[src/rtl/priRV32_uart_pkg.sv]
// Shared types and helpers for the arbitrated UART transmitter.
package priRV32_uart_pkg;

  localparam int UART_DATA_W = 8;

  typedef enum logic [2:0] {IDLE, START, DATA, PARITY, STOP} uart_tx_state_t;

  // Clocks per bit, rounded to the nearest integer.
  function automatic int calc_clks_per_bit(input int clock_mhz, input int baud);
    return (clock_mhz * 1000000 + baud / 2) / baud;
  endfunction

endpackage

[src/rtl/uart_baud_gen.sv]
// Bit-period timer: bit_done pulses on the last cycle of every bit period.
// The count is held at zero while restart is high, so it never free-runs in
// idle and always starts a fresh bit period on the cycle a frame begins.
module uart_baud_gen #(
  parameter int CLKS_PER_BIT = 434
) (
  input  logic clk,
  input  logic rst,
  input  logic restart,
  output logic bit_done
);

  localparam int CNT_W = $clog2(CLKS_PER_BIT);
  localparam logic [CNT_W-1:0] LAST = CNT_W'(CLKS_PER_BIT - 1);

  logic [CNT_W-1:0] cnt_q, cnt_d;

  assign bit_done = (cnt_q == LAST);

  // Next count: clear on restart or at the end of a bit period.
  always_comb begin
    cnt_d = cnt_q + 1'b1;
    if (restart || bit_done) cnt_d = '0;
  end

  // Count register.
  always_ff @(posedge clk or posedge rst) begin
    if (rst) cnt_q <= '0;
    else     cnt_q <= cnt_d;
  end

endmodule

[src/rtl/uart_tx_arbiter.sv]
// Two-requester round-robin arbiter feeding an 8N1 UART transmitter.
// Optional even parity bit: define PRIRV32_UART_PARITY_EN.
module uart_tx_arbiter
  import priRV32_uart_pkg::*;
#(
  parameter int Clock = 50,
  parameter int Baud  = 115200
) (
  input  logic                   clk,
  input  logic                   rst,
  input  logic                   req0_valid,
  input  logic [UART_DATA_W-1:0] req0_data,
  output logic                   req0_ready,
  input  logic                   req1_valid,
  input  logic [UART_DATA_W-1:0] req1_data,
  output logic                   req1_ready,
  output logic                   tx,
  output logic                   busy,
  output logic                   grant_id
);

  localparam int CLKS_PER_BIT = calc_clks_per_bit(Clock, Baud);

  generate
    if (CLKS_PER_BIT < 2) begin : g_bad_baud
      $error("uart_tx_arbiter: CLKS_PER_BIT must be at least 2");
    end
  endgenerate

  uart_tx_state_t         state_q, state_d;
  logic [UART_DATA_W-1:0] shreg_q, shreg_d;
  logic [2:0]             bit_idx_q, bit_idx_d;
  logic                   grant_id_q, grant_id_d;
  logic                   last_grant_q, last_grant_d;
  logic                   busy_q, busy_d;
  logic                   tx_q, tx_d;
`ifdef PRIRV32_UART_PARITY_EN
  logic                   par_q, par_d;
`endif
  logic                   grant, accept, bit_done;

  // Only IDLE restarts the timer; every other state entry coincides with a
  // bit_done wrap, so the count is already zero there.
  uart_baud_gen #(.CLKS_PER_BIT(CLKS_PER_BIT)) u_baud (
    .clk      (clk),
    .rst      (rst),
    .restart  (state_q == IDLE),
    .bit_done (bit_done)
  );

  // Round-robin pick: contention goes to whoever did not win last time.
  always_comb begin
    grant = req1_valid;
    if (req0_valid && req1_valid) grant = !last_grant_q;
  end

  assign req0_ready = (state_q == IDLE) && !grant && req0_valid && !rst;
  assign req1_ready = (state_q == IDLE) &&  grant && req1_valid && !rst;
  assign accept     = req0_ready || req1_ready;

  // Frame sequencing; tx is computed for the next state so the pin is a flop.
  always_comb begin
    state_d      = state_q;
    shreg_d      = shreg_q;
    bit_idx_d    = bit_idx_q;
    grant_id_d   = grant_id_q;
    last_grant_d = last_grant_q;
    busy_d       = busy_q;
    tx_d         = 1'b1;
`ifdef PRIRV32_UART_PARITY_EN
    par_d        = par_q;
`endif
    case (state_q)
      IDLE: begin
        if (accept) begin
          state_d      = START;
          shreg_d      = grant ? req1_data : req0_data;
          bit_idx_d    = '0;
          grant_id_d   = grant;
          last_grant_d = grant;
          busy_d       = 1'b1;
`ifdef PRIRV32_UART_PARITY_EN
          par_d        = grant ? ^req1_data : ^req0_data;
`endif
        end
      end
      START: begin
        if (bit_done) begin
          state_d   = DATA;
          bit_idx_d = '0;
        end
      end
      DATA: begin
        if (bit_done) begin
          shreg_d   = {1'b0, shreg_q[UART_DATA_W-1:1]};
          bit_idx_d = bit_idx_q + 3'd1;
          if (bit_idx_q == 3'd7) begin
`ifdef PRIRV32_UART_PARITY_EN
            state_d = PARITY;
`else
            state_d = STOP;
`endif
          end
        end
      end
`ifdef PRIRV32_UART_PARITY_EN
      PARITY: begin
        if (bit_done) state_d = STOP;
      end
`endif
      STOP: begin
        if (bit_done) begin
          state_d = IDLE;
          busy_d  = 1'b0;
        end
      end
      default: state_d = IDLE;
    endcase

    case (state_d)
      START:   tx_d = 1'b0;
      DATA:    tx_d = shreg_d[0];
`ifdef PRIRV32_UART_PARITY_EN
      PARITY:  tx_d = par_d;
`endif
      default: tx_d = 1'b1;
    endcase
  end

  // State and datapath registers; reset aborts any frame in flight.
  always_ff @(posedge clk or posedge rst) begin
    if (rst) begin
      state_q      <= IDLE;
      shreg_q      <= '0;
      bit_idx_q    <= '0;
      grant_id_q   <= 1'b0;
      last_grant_q <= 1'b1;
      busy_q       <= 1'b0;
      tx_q         <= 1'b1;
`ifdef PRIRV32_UART_PARITY_EN
      par_q        <= 1'b0;
`endif
    end else begin
      state_q      <= state_d;
      shreg_q      <= shreg_d;
      bit_idx_q    <= bit_idx_d;
      grant_id_q   <= grant_id_d;
      last_grant_q <= last_grant_d;
      busy_q       <= busy_d;
      tx_q         <= tx_d;
`ifdef PRIRV32_UART_PARITY_EN
      par_q        <= par_d;
`endif
    end
  end

  assign tx       = tx_q;
  assign busy     = busy_q;
  assign grant_id = grant_id_q;

endmodule

[config.mk]
export PLATFORM = sky130hd
export DESIGN_NAME = uart_tx_arbiter
export DESIGN_NICKNAME = d
export VERILOG_FILES = /design/src/rtl/priRV32_uart_pkg.sv /design/src/rtl/uart_baud_gen.sv /design/src/rtl/uart_tx_arbiter.sv
export SDC_FILE = /design/constraint.sdc
export NUM_CORES = 1
export LEC_CHECK = 0
export CAP_MARGIN = 30
export CORE_AREA = 2 2 60 62
export CTS_CLUSTER_DIAMETER = 50
export CTS_CLUSTER_SIZE = 40
export DETAILED_ROUTE_END_ITERATION = 8
export DIE_AREA = 0 0 62 64
export PLACE_DENSITY = 0.75
export SYNTH_ARGS = -nofsm -noshare
export SYNTH_HDL_FRONTEND = slang
export SYNTH_SLANG_ARGS = --single-unit
[constraint.sdc]
create_clock -name clk -period 2.3 [get_ports clk]
set_clock_uncertainty 0.15 [all_clocks]
set_input_delay 0.46 -clock clk [delete_from_list [all_inputs] [get_ports clk]]
set_output_delay 0.46 -clock clk [all_outputs]
set_load 0.02 [all_outputs]
==> flow_summary.toml <==
[critical_path]
slowest_stage = "clkdlybuf4s50_1"
crit_fanout = 3
cp.required_ns = 1.69
regToRegStartpoint = "state_q[0]$_DFF_PP0_"
max_stage_delay_ns = 0.47
crit_type = "input port to primary output"
end_kind = "primary output"
worst_ep_arrival_time_ns = 1.65
crit_path_start_kind = "input port"
cp_cell_sequence = "clkdlybuf4s50_1 > nor4_4 > nand3_2 > inv_1 > clkdlybuf4s15_2"
reg2reg_depth = 3
cp-startpoint = "rst"

[clocking]
root_buffer = "clkbuf_4"
clock_path_buffers = 2
cts_sinks = 27
cts_htree_levels = 1
clk_pin_slew_ns = 0.14
insertion_delay_ns = 0.32
cts_tree = "done"
cts_made_buffers = 3
post-cts-setup-buffer-count = 0

[die]
start_util_pct = 43.3
row_count = 21
die_area_um2 = 3970
die_w_um = 62
io_pins = 25
die_h_um = 64
core_um2 = 3280

[placed_design]
placed_cell_area_um2 = 1770
place_congestion = 0.762
dpl.hpwl_um = 2280
io_buffer_count = 24
post-place-ws_ns = -0.385
place_inst = 217

[run_status]
outcome = "completed"

[job]
maxCapViolCount = 0

[timing]
finalCritPeriodShare_pct = 98.4
hold_slack_ns = 0.363
drv_slew = 0
fin_crit_ns = 2.26
setup_ws_ns = 0.0366
hold_viol_final = 0
fmax_mhz = 442
tightestPinTransition_ns = 1.08
tns_ns = 0
setup_viol = 0
slew_headroom_pct = 27.5
rsz0062_at_grt = "yes"

[routing]
route.detailed.drc = 0
avgRoutedWirePerCell_um = 13.6
vias = 1155
vias_per_cell = 5.23
firstDrtPassIters = 4
ant_nets = 0
drtIter0Drc = 45
wirelength_um = 3010

[layout]
area_growth_pct = 26.8
diodes = 0
design_area_um2 = 1800
final_layout_size_suffix_gt1_share_pct = 16.6
stdcell_count = 221
fin_nets = 200
fillers = 295

[yosys]
synth_fp_nets = 164
synth_edf_count = 0
syn_inst = 140
yosysWarnings = 0
synthArstFlopShare_pct = 100
ys_types = 40
synthFlopType = "dfrtp_1"
yosysSeqAreaShare_pct = 47.7
syn_area_per_cell_um2 = 10.2
synth_seq_cells = 27
syn_area_um2 = 1420

[global_route]
grt_pass1_wl_um = 5060
grt_antenna_before_repair = 0
grt_max_degree = 28
grt_pass1_vias = 1117
grt_usage_pct = 16.7
grt_overflow = 0

[worst_hold_path]
hold_class = "flop to flop"
whs_path_depth = 2
hp-start = "grant_id$_DFFE_PP0P_"

[power]
p_per_area_nw_per_um2 = 431
max-vdd-ir-drop_uv = 157
p_leak_nw = 0.785
## Yosys cell counts (2+ instances only)
cell type / number / area (µm²)
buf_4: 2 / 15.0
a32o_1: 2 / 20.0
a21oi_1: 7 / 35.0
nand2_1: 18 / 67.6
inv_1: 5 / 18.8
nand3_1: 6 / 30.0
nor2_1: 18 / 67.6
xor2_1: 2 / 17.5
nand3b_1: 3 / 22.5
dfrtp_1: 25 / 626
o21ai_0: 2 / 10.0
ha_1: 4 / 50.1
o21ai_2: 2 / 17.5
a221o_1: 6 / 60.1
and4_2: 2 / 20.0
clkbuf_1: 2 / 7.51
clkbuf_8: 2 / 27.5
a22o_1: 2 / 17.5
xnor2_1: 6 / 52.6
dfstp_2: 2 / 52.6
nor3_1: 2 / 10.0
nand4_1: 2 / 12.5
## worst max-delay path: cells and delay by family
| kind | cells | cell delay [ns] |
|---|---|---|
| and+or+nand+nor | 2 | 0.38 |
| buffers and inverters | 3 | 0.82 |
## layout make-up
cell class / instances / area (µm²) / share of cell area [%]
multi-input cells: 102 / 688 / 38.2
flip-flops and latches: 27 / 678 / 37.6
repair buffers: 37 / 334 / 18.5
well taps: 46 / 57.6 / 3.19
clock buffers: 4 / 26.3 / 1.46
inverters: 5 / 18.8 / 1.04
## layout by cell type (no fill, tap or decap), drive strengths merged, types with 2 or more instances in the layout
master / instances
nor3: 2
buf: 13
a22o: 2
a32o: 2
dfstp: 2
a221o: 6
dfrtp: 25
inv: 5
nand3b: 3
nor2: 18
nand3: 6
a21oi: 7
clkdlybuf4s50: 22
clkbuf: 5
and4: 2
o21ai: 4
nand4: 2
ha: 4
nand2: 18
xnor2: 6
xor2: 2
## kinds of logic (layout without fill, tap and decap cells)
| logic type | count (synthesis) | count (layout) | share of synthesized area [%] |
|---|---|---|---|
| AO/OA/AOI/OAI | 30 | 30 | 16.2 |
| XOR/XNOR | 8 | 8 | 4.93 |
| adder cells (fa/ha/maj) | 4 | 4 | 3.52 |
| buffers and inverters | 11 | 46 | 4.84 |
| flip-flops | 27 | 27 | 47.7 |
| multiplexers | 2 | 2 | 1.50 |
| AND/OR/NAND/NOR | 58 | 58 | 21.3 |
## repair_timing
action | CTS | global route
setup endpoints to repair | 2 | 2
resized for setup | 5 | 3
hold buffers | 0 | 0
endpoints found under the hold margin | 0 | 0
## through the flow
stage / utilization, % / power [mW]
after detailed placement: 53.8 / 0.586
final: 54.9 / 0.778
after global placement: 53.8 / 0.583
after global routing: 54.9 / 0.815
after CTS: 54.9 / 0.792
after floorplan: - / 0.533
## worst paths after layout
path / slack [ns] / endpoint
worst max-delay path: 0.04 / req0_ready
worst min-delay path: 0.36 / grant_id$_DFFE_PP0P_
worst max register to register: 0.36 / u_baud.cnt_q[6]$_DFF_PP0_
worst min register to register: 0.36 / grant_id$_DFFE_PP0P_
max in group asynchronous: 1.12 / last_grant_q$_DFFE_PP1P_
min in group asynchronous: 0.59 / state_q[0]$_DFF_PP0_
## where the power goes
part	total, mW	switching [mW]	internal [mW]
sequential	0.492	0.00633	0.485
combinational	0.0861	0.0345	0.0516
clock	0.200	0.132	0.0679
total	0.778	0.173	0.605
## sequential cells by signal, indices dropped and copies added (netlist names)
signal        cells
state_q           3
busy              1
shreg_q           8
last_grant_q      1
bit_idx_q         3
tx                1
grant_id          1
u_baud.cnt_q      9
## routing by layer
metal | wire, µm | vias to the layer above | global-route usage [%]
met1 | 1330 | 558 | 23.0
met5 | 0 | - | 0
met2 | 1560 | 22 | 26.3
met4 | 68 | 0 | 6.38
met3 | 57 | 6 | 1.82
li1 | - | 569 | -
Power figures use the tool's default switching activity.
